--- src/rtl/alu_share_ctrl.sv ---
// Round-robin front end that time-shares one combinational ALU between two requesters.
// Each accepted op drives the ALU for a fixed opcode-dependent cycle count, then holds the result for the owner.
module alu_share_ctrl #(
   parameter int WIDTH        = 32,
   parameter int SHORT_CYCLES = 1,
   parameter int LONG_CYCLES  = 4
) (
   input  logic             clk,
   input  logic             rst,
   input  logic             req0_valid,
   output logic             req0_ready,
   input  logic [WIDTH-1:0] req0_a,
   input  logic [WIDTH-1:0] req0_b,
   input  logic [5:0]       req0_op,
   input  logic             req1_valid,
   output logic             req1_ready,
   input  logic [WIDTH-1:0] req1_a,
   input  logic [WIDTH-1:0] req1_b,
   input  logic [5:0]       req1_op,
   output logic             rsp0_valid,
   input  logic             rsp0_ready,
   output logic [WIDTH-1:0] rsp0_result,
   output logic [3:0]       rsp0_flags,
   output logic             rsp1_valid,
   input  logic             rsp1_ready,
   output logic [WIDTH-1:0] rsp1_result,
   output logic [3:0]       rsp1_flags,
   output logic [WIDTH-1:0] alu_a,
   output logic [WIDTH-1:0] alu_b,
   output logic [5:0]       alu_ctrl,
   output logic             alu_valid,
   input  logic [WIDTH-1:0] alu_result,
   input  logic             alu_zero,
   input  logic             alu_overflow,
   input  logic             alu_carry,
   input  logic             alu_negative,
   output logic             busy
);

   localparam logic [5:0] OP_MULT   = 6'h18;
   localparam logic [5:0] OP_DIV    = 6'h1A;
   localparam logic [5:0] OP_REMDER = 6'h1B;

   localparam int MAX_CYCLES = (LONG_CYCLES > SHORT_CYCLES) ? LONG_CYCLES : SHORT_CYCLES;
   localparam int CNT_W      = $clog2(MAX_CYCLES + 1);
   localparam logic [CNT_W-1:0] SHORT_LOAD = CNT_W'(SHORT_CYCLES - 1);
   localparam logic [CNT_W-1:0] LONG_LOAD  = CNT_W'(LONG_CYCLES - 1);

   typedef enum logic [1:0] {
      ST_IDLE = 2'd0,
      ST_EXEC = 2'd1,
      ST_RESP = 2'd2
   } state_t;

   function automatic logic is_long_op(input logic [5:0] op);
      return (op == OP_MULT) || (op == OP_DIV) || (op == OP_REMDER);
   endfunction

   state_t             state_q, state_d;
   logic               last_grant_q, last_grant_d;
   logic               owner_q, owner_d;
   logic [CNT_W-1:0]   cnt_q, cnt_d;
   logic [WIDTH-1:0]   alu_a_q, alu_a_d;
   logic [WIDTH-1:0]   alu_b_q, alu_b_d;
   logic [5:0]         alu_ctrl_q, alu_ctrl_d;
   logic               alu_valid_q, alu_valid_d;
   logic [WIDTH-1:0]   result_q, result_d;
   logic [3:0]         flags_q, flags_d;
   logic [1:0]         rsp_valid_q, rsp_valid_d;
   logic               busy_q, busy_d;

   logic               grant_s;
   logic               idle_s;
   logic               accept_s;
   logic               rsp_ready_s;
   logic [WIDTH-1:0]   sel_a_s;
   logic [WIDTH-1:0]   sel_b_s;
   logic [5:0]         sel_op_s;

   // On a tie the requester that did not win last time is granted.
   assign grant_s     = (req0_valid && req1_valid) ? ~last_grant_q : ~req0_valid;
   assign idle_s      = (state_q == ST_IDLE) && !rst;
   assign req0_ready  = idle_s && req0_valid && !grant_s;
   assign req1_ready  = idle_s && req1_valid && grant_s;
   assign accept_s    = req0_ready || req1_ready;
   assign sel_a_s     = grant_s ? req1_a  : req0_a;
   assign sel_b_s     = grant_s ? req1_b  : req0_b;
   assign sel_op_s    = grant_s ? req1_op : req0_op;
   assign rsp_ready_s = owner_q ? rsp1_ready : rsp0_ready;

   // Next-state and next-output computation for the arbitration/execute/response FSM.
   always_comb begin
      state_d      = state_q;
      last_grant_d = last_grant_q;
      owner_d      = owner_q;
      cnt_d        = cnt_q;
      alu_a_d      = alu_a_q;
      alu_b_d      = alu_b_q;
      alu_ctrl_d   = alu_ctrl_q;
      alu_valid_d  = alu_valid_q;
      result_d     = result_q;
      flags_d      = flags_q;
      rsp_valid_d  = rsp_valid_q;
      case (state_q)
         ST_IDLE: begin
            if (accept_s) begin
               owner_d      = grant_s;
               last_grant_d = grant_s;
               alu_a_d      = sel_a_s;
               alu_b_d      = sel_b_s;
               alu_ctrl_d   = sel_op_s;
               alu_valid_d  = 1'b1;
               cnt_d        = is_long_op(sel_op_s) ? LONG_LOAD : SHORT_LOAD;
               state_d      = ST_EXEC;
            end else begin
               state_d = ST_IDLE;
            end
         end
         ST_EXEC: begin
            if (cnt_q == '0) begin
               result_d    = alu_result;
               flags_d     = {alu_zero, alu_overflow, alu_carry, alu_negative};
               rsp_valid_d = owner_q ? 2'b10 : 2'b01;
               alu_a_d     = '0;
               alu_b_d     = '0;
               alu_ctrl_d  = 6'd0;
               alu_valid_d = 1'b0;
               state_d     = ST_RESP;
            end else begin
               cnt_d = cnt_q - CNT_W'(1);
            end
         end
         ST_RESP: begin
            if (rsp_ready_s) begin
               rsp_valid_d = 2'b00;
               state_d     = ST_IDLE;
            end else begin
               state_d = ST_RESP;
            end
         end
         default: begin
            rsp_valid_d = 2'b00;
            alu_a_d     = '0;
            alu_b_d     = '0;
            alu_ctrl_d  = 6'd0;
            alu_valid_d = 1'b0;
            state_d     = ST_IDLE;
         end
      endcase
      busy_d = (state_d != ST_IDLE);
   end

   // State and output registers with synchronous reset.
   always_ff @(posedge clk) begin
      if (rst) begin
         state_q      <= ST_IDLE;
         last_grant_q <= 1'b1;
         owner_q      <= 1'b0;
         cnt_q        <= '0;
         alu_a_q      <= '0;
         alu_b_q      <= '0;
         alu_ctrl_q   <= 6'd0;
         alu_valid_q  <= 1'b0;
         result_q     <= '0;
         flags_q      <= 4'd0;
         rsp_valid_q  <= 2'b00;
         busy_q       <= 1'b0;
      end else begin
         state_q      <= state_d;
         last_grant_q <= last_grant_d;
         owner_q      <= owner_d;
         cnt_q        <= cnt_d;
         alu_a_q      <= alu_a_d;
         alu_b_q      <= alu_b_d;
         alu_ctrl_q   <= alu_ctrl_d;
         alu_valid_q  <= alu_valid_d;
         result_q     <= result_d;
         flags_q      <= flags_d;
         rsp_valid_q  <= rsp_valid_d;
         busy_q       <= busy_d;
      end
   end

   assign alu_a       = alu_a_q;
   assign alu_b       = alu_b_q;
   assign alu_ctrl    = alu_ctrl_q;
   assign alu_valid   = alu_valid_q;
   assign busy        = busy_q;
   assign rsp0_valid  = rsp_valid_q[0];
   assign rsp1_valid  = rsp_valid_q[1];
   assign rsp0_result = rsp_valid_q[0] ? result_q : '0;
   assign rsp1_result = rsp_valid_q[1] ? result_q : '0;
   assign rsp0_flags  = rsp_valid_q[0] ? flags_q  : 4'd0;
   assign rsp1_flags  = rsp_valid_q[1] ? flags_q  : 4'd0;

endmodule

--- config.mk ---
export PLATFORM = sky130hd
export DESIGN_NAME = alu_share_ctrl
export DESIGN_NICKNAME = d
export VERILOG_FILES = /design/src/rtl/alu_share_ctrl.sv
export SDC_FILE = /design/constraint.sdc
export NUM_CORES = 1
export LEC_CHECK = 0
export ABC_AREA = 1
export CAP_MARGIN = 20
export CORE_AREA = 2 2 129 131
export DETAILED_ROUTE_END_ITERATION = 10
export DIE_AREA = 0 0 131 133
export GPL_TIMING_DRIVEN = 0
export PLACE_DENSITY = 0.75
export SYNTH_ARGS = -nofsm -noshare
export SYNTH_HDL_FRONTEND = slang
export SYNTH_SLANG_ARGS = --single-unit
--- constraint.sdc ---
create_clock -name clk -period 1.75 [get_ports clk]
set_input_delay 0.35 -clock clk [delete_from_list [all_inputs] [get_ports clk]]
set_output_delay 0.35 -clock clk [all_outputs]
set_load 0.05 [all_outputs]
## Word-level counts from Yosys, hierarchy flattened

Cells that the tools add are included.
W data, S select, Z words.

| word-level totals | value |
|---|---|
| logic and storage cells | 78 |
| input port bits | 182 |
| bits in registers | 117 |
| output and inout bits | 148 |

| cells by class | value |
|---|---|
| bitwise logic cells | 4 |
| add/subtract/negate cells | 1 |
| equality and inequality tests | 9 |
| muxes and demuxes | 32 |
| reduce and logical (&&, ||, !) cells | 20 |

Operator list:

| kind | count |
|---|---|
| $mux W32 | 7 |
| $pmux W32 S3 | 2 |
| $eq A6 B5 Y1 const B | 3 |
| $mux W6 | 3 |
| $pmux W6 S3 | 1 |
| $mux W2 | 6 |
| $pmux W2 S3 | 2 |
| $reduce_and A3 Y1 | 3 |
| $mux W4 | 2 |
| $ne A2 B2 Y1 const B | 4 |
| $logic_and A1 B1 Y1 | 6 |
| $mux W3 | 2 |
| $pmux W3 S2 | 1 |
| $mux W1 | 5 |
| $not A1 Y1 | 4 |
| $reduce_and A2 Y1 | 2 |
| $reduce_bool A2 Y1 | 2 |
| $logic_not A3 Y1 | 1 |
| $logic_or A1 B1 Y1 | 3 |
| $pmux W1 S3 | 1 |
| $sub A3 B1 Y3 const B | 1 |
| $eq A2 B1 Y1 const B | 1 |
| $eq A2 B2 Y1 const B | 1 |
| $logic_not A1 Y1 | 2 |
| $logic_not A2 Y1 | 1 |

## Depth between registers and ports, before layout

| depth | value |
|---|---|
| depth in word-level cells | 9 |
| mapped depth | 10 |
| gate-level depth less buffers | 10 |

## Worst setup path before layout

OpenSTA, ideal clock, no wires.

| path | value |
|---|---|
| kind | input -> output |
| from | in rst |
| to | out req1_ready |
| arrival | 1.729 ns |
| stages on the path | 6 |
| slack | -0.329 ns |
| path buffers | 1 |
| data required time | 1.400 ns |
| cell sequence | buf_2 > inv_2 > nand3_2 > nor2_4 > inv_2 > a21oi_1 |

| on the way | value |
|---|---|
| cells in the longest elaborated chain, start to end | 4 |

Ends and longest elaborated chain:

| item | RTL line | text |
|---|---|---|
| start, declared | 9 | `input logic rst,` |
| $logic_not A1 Y1 | 82 | `assign idle_s = (state_q == ST_IDLE) && !rst;` |
| $logic_and A1 B1 Y1 | 82 |  |
| $logic_and A1 B1 Y1 (2 in series) | 84 | `assign req1_ready = idle_s && req1_valid && grant_s;` |
| end, declared | 16 | `output logic req1_ready,` |

Every way passes these cells.

## Worst setup path in the final report

| path | value |
|---|---|
| from | reg rsp_valid_q[1] |
| to | out rsp1_result[12] |

| on the way | value |
|---|---|
| cells in the longest elaborated chain, start to end | 1 |

Ends and longest elaborated chain:

| item | RTL line | text |
|---|---|---|
| start, declared | 69 | `logic [1:0] rsp_valid_q, rsp_valid_d;` |
| start signal, assigned | 179 | `rsp_valid_q <= rsp_valid_d;` |
| $mux W32 | 192 | `assign rsp1_result = rsp_valid_q[1] ? result_q : '0;` |
| end, declared | 26 | `output logic [WIDTH-1:0] rsp1_result,` |

Every way passes these cells.

==> impl_metrics.tcl <==
set metrics [dict create \
    status "finished with violations" \
    violations "setup timing" \
    die_area_um2 17400 \
    cts_root_buf "clkbuf_16" \
    setup.worst_path.class "reg2out" \
    crit_fanout 6 \
    nFillCells 1362 \
    synth_top_family_by_area "simple AND/OR/NAND/NOR gates" \
    syn_inst 850 \
    initial_core_util_pct 34.8 \
    pin_count 330 \
    routed_wl_mm 23.1 \
    detailedPlace.worstSlack_ns -1.01 \
    viasPerCell 4.73 \
    place_hpwl_mm 16.4 \
    crit_required_ns 1.40 \
    ys_seq_elements 117 \
    p_sw_share_pct 32.2 \
    fin_skew_ns 0.00620 \
    tns_ns -0.0335 \
    holdBufCountCts 0 \
    final_cell_mix "clkdlybuf4s50_1, nand2_1, dfxtp_1, inv_1, nor2_1" \
    htreeDepth 4 \
    cts.clk_slew.worst_paths_ns 0.05 \
    max_slew_margin_pct 57.1 \
    setup_slack_ns -0.0157 \
    io_buffers 327 \
    synth_seq_area_share_pct 41.6 \
    fin_util_pct 66.8 \
    fmax_ghz 0.566 \
    dpl-instance-area_um2 9420 \
    maxCapViolations 0 \
    wl_per_cell_um 16.0 \
    internal-power_mw 6.23 \
    fin_crit_ns 1.77 \
    power.share.combinational_pct 27.9 \
    min_path_type "in2reg" \
    ff_latch_area_um2 2350 \
    antenna_found_initial 0 \
    yosys_warnings 0 \
    finalHoldViolations 0 \
    drtIter0Drc 259 \
    synthSimpleGateAreaFrac_pct 23.5 \
    rows 47 \
    grt_pass1_vias 6406 \
    vias 6835 \
    min_period_over_period_pct 101 \
    worst_slew_pin_slew_ns 0.643 \
    ant_nets 0 \
    ir_worst_vdd_mv 0.663 \
    grt_max_degree 17 \
    die_x_um 131 \
    p_clk_share_pct 37.6 \
    track_usage_pct 24.4 \
    setup_viol 3 \
    core_um2 16200 \
    n_antenna_cell 0 \
    overflow 0 \
    layout-drive-gt1-share_pct 25.1 \
    drtPass1Iterations 5 \
    p_leak_nw 5.20 \
    drc 0 \
    final_area_um2 10800 \
    multi_input_area_um2 2820 \
    die_h_um 133 \
    cp-end-kind "primary output" \
    powerDensity_nw_per_um2 851 \
    syn2layout_area_growth_pct 91.8 \
    synth.distinct_cells 24 \
    power_frac_seq_pct 34.5 \
    syn_avg_cell_area_um2 6.63 \
    drv_slew 0 \
    synth_fp_nets 1034 \
    clk_latency_ns 0.41 \
    gp_congestion 0.837 \
    cts_max_path_buffers 2 \
    synth_fa_ha_area_share_pct 0.444 \
    cts_buffers 17 \
    cp.arrival_ns 1.42 \
    cp-start-kind "flip-flop" \
    synth-compound-area-share_pct 19.4 \
    rsz0062_at_grt "true" \
    p_switching_mw 2.96 \
    whs_ns 0.342 \
    nets 1399 \
    syn_area_um2 5630 \
    grt_pass1_wl_mm 32.9 \
    final_common_cell "clkdlybuf4s50_1" \
    yosys.area_share.xor_xnor_pct 0 \
    synthMuxAreaShare_pct 0 \
    cts_tree "built" \
    cts.sinks 117 \
]
final timing paths:
path                               startpoint                         to  slack (ns)  depth (start not counted)
setup / recovery  rsp_valid_q[1]$_SDFFE_PP0P_            rsp1_result[12]       -0.02                          5
setup reg to reg        state_q[0]$_SDFF_PP0_  result_q[15]$_SDFFE_PP0P_        0.08                          9
hold reg to reg         alu_b[7]$_SDFFE_PP0P_      alu_b[7]$_SDFFE_PP0P_        0.45                          2
hold / removal                            rst      cnt_q[0]$_SDFFE_PP0P_        0.34                          4
area by class of cell:
class	instances	area share, %
sequential	117	21.8
multi-input combinational	522	26.1
inverter	154	7.45
tap	220	2.55
timing repair buffer	346	32.8
clock inverter	4	0.648
buffer	57	3.96
clock buffer	24	4.73
cell families after synthesis:
logic type | count (synthesis)
compound gates | 183
fa+ha+maj | 2
buf+inv | 211
flops | 117
simple gates | 337
worst max-delay path, stage by stage (launching register included):
cell,delay (ns)
dfxtp_4,0.35
clkbuf_16,0.16
clkbuf_16,0.17
nand2_4,0.07
clkinvlp_4,0.09
buf_8,0.15
metal layers:
| layer | vias to the layer above | part of all wire [%] | global-route usage (%) |
|---|---|---|---|
| li1 | 3371 | - | - |
| met1 | 3146 | 37 | 26.8 |
| met3 | 37 | 9.2 | 8.33 |
| met2 | 281 | 52 | 43.4 |
| met4 | 0 | 2.4 | 7.86 |
| met5 | - | 0 | 0 |
synthesized netlist by cell type:
| library cell | instances | share of area [%] |
|---|---|---|
| clkbuf_2 | 1 | 0.089 |
| inv_1 | 151 | 10 |
| nand2_2 | 3 | 0.33 |
| buf_2 | 24 | 2.1 |
| nor2_1 | 83 | 5.5 |
| buf_4 | 7 | 0.93 |
| ha_1 | 2 | 0.44 |
| o21ai_0 | 41 | 3.6 |
| nand4_1 | 1 | 0.11 |
| nand3_1 | 11 | 0.98 |
| nor2_4 | 2 | 0.40 |
| buf_1 | 1 | 0.067 |
| o211ai_1 | 64 | 8.5 |
| nand3_2 | 1 | 0.18 |
| dfxtp_1 | 117 | 42 |
| a31oi_1 | 1 | 0.11 |
| nand3b_1 | 3 | 0.40 |
| clkbuf_1 | 24 | 1.6 |
| a211oi_1 | 1 | 0.13 |
| a21oi_1 | 75 | 6.7 |
| nand2_1 | 231 | 15 |
| inv_2 | 3 | 0.20 |
| nor2_2 | 2 | 0.22 |
| o21ai_4 | 1 | 0.29 |
per-stage QoR:
| step | cells | total power, mW |
|---|---|---|
| 2_1_floorplan | 850 | 4.54 |
| 5_1_grt | 1444 | 9.58 |
| 6_report | 1444 | 9.20 |
| 3_5_place_dp | 1397 | 5.58 |
| 4_1_cts | 1434 | 9.08 |
| 3_3_place_gp | 1397 | 5.56 |
state kept, by name (all words and copies together) (netlist names):
name          flops
alu_a            32
cnt_q             3
last_grant_q      1
result_q         32
alu_b            32
flags_q           4
rsp_valid_q       2
busy              1
owner_q           1
state_q           2
alu_ctrl          6
alu_valid         1
power by group through the flow:
stage          logic (mW)  clock network, mW  registers [mW]
2_1_floorplan       0.902                  0            3.64
3_3_place_gp         2.41                  0            3.14
3_5_place_dp         2.43                  0            3.15
4_1_cts              2.45               3.51            3.12
5_1_grt              2.76               3.62            3.20
6_report             2.57               3.46            3.17
timing repair:
| item | in CTS | in global routing |
|---|---|---|
| setup buffers | 9 | 4 |
| setup endpoints to repair | 148 | 103 |
| endpoints found under the hold margin | 0 | 0 |
| pin swaps | 4 | 3 |
| gates resized for setup | 645 | 126 |
| cloned | 0 | 6 |
Power figures use the tool's default switching activity.
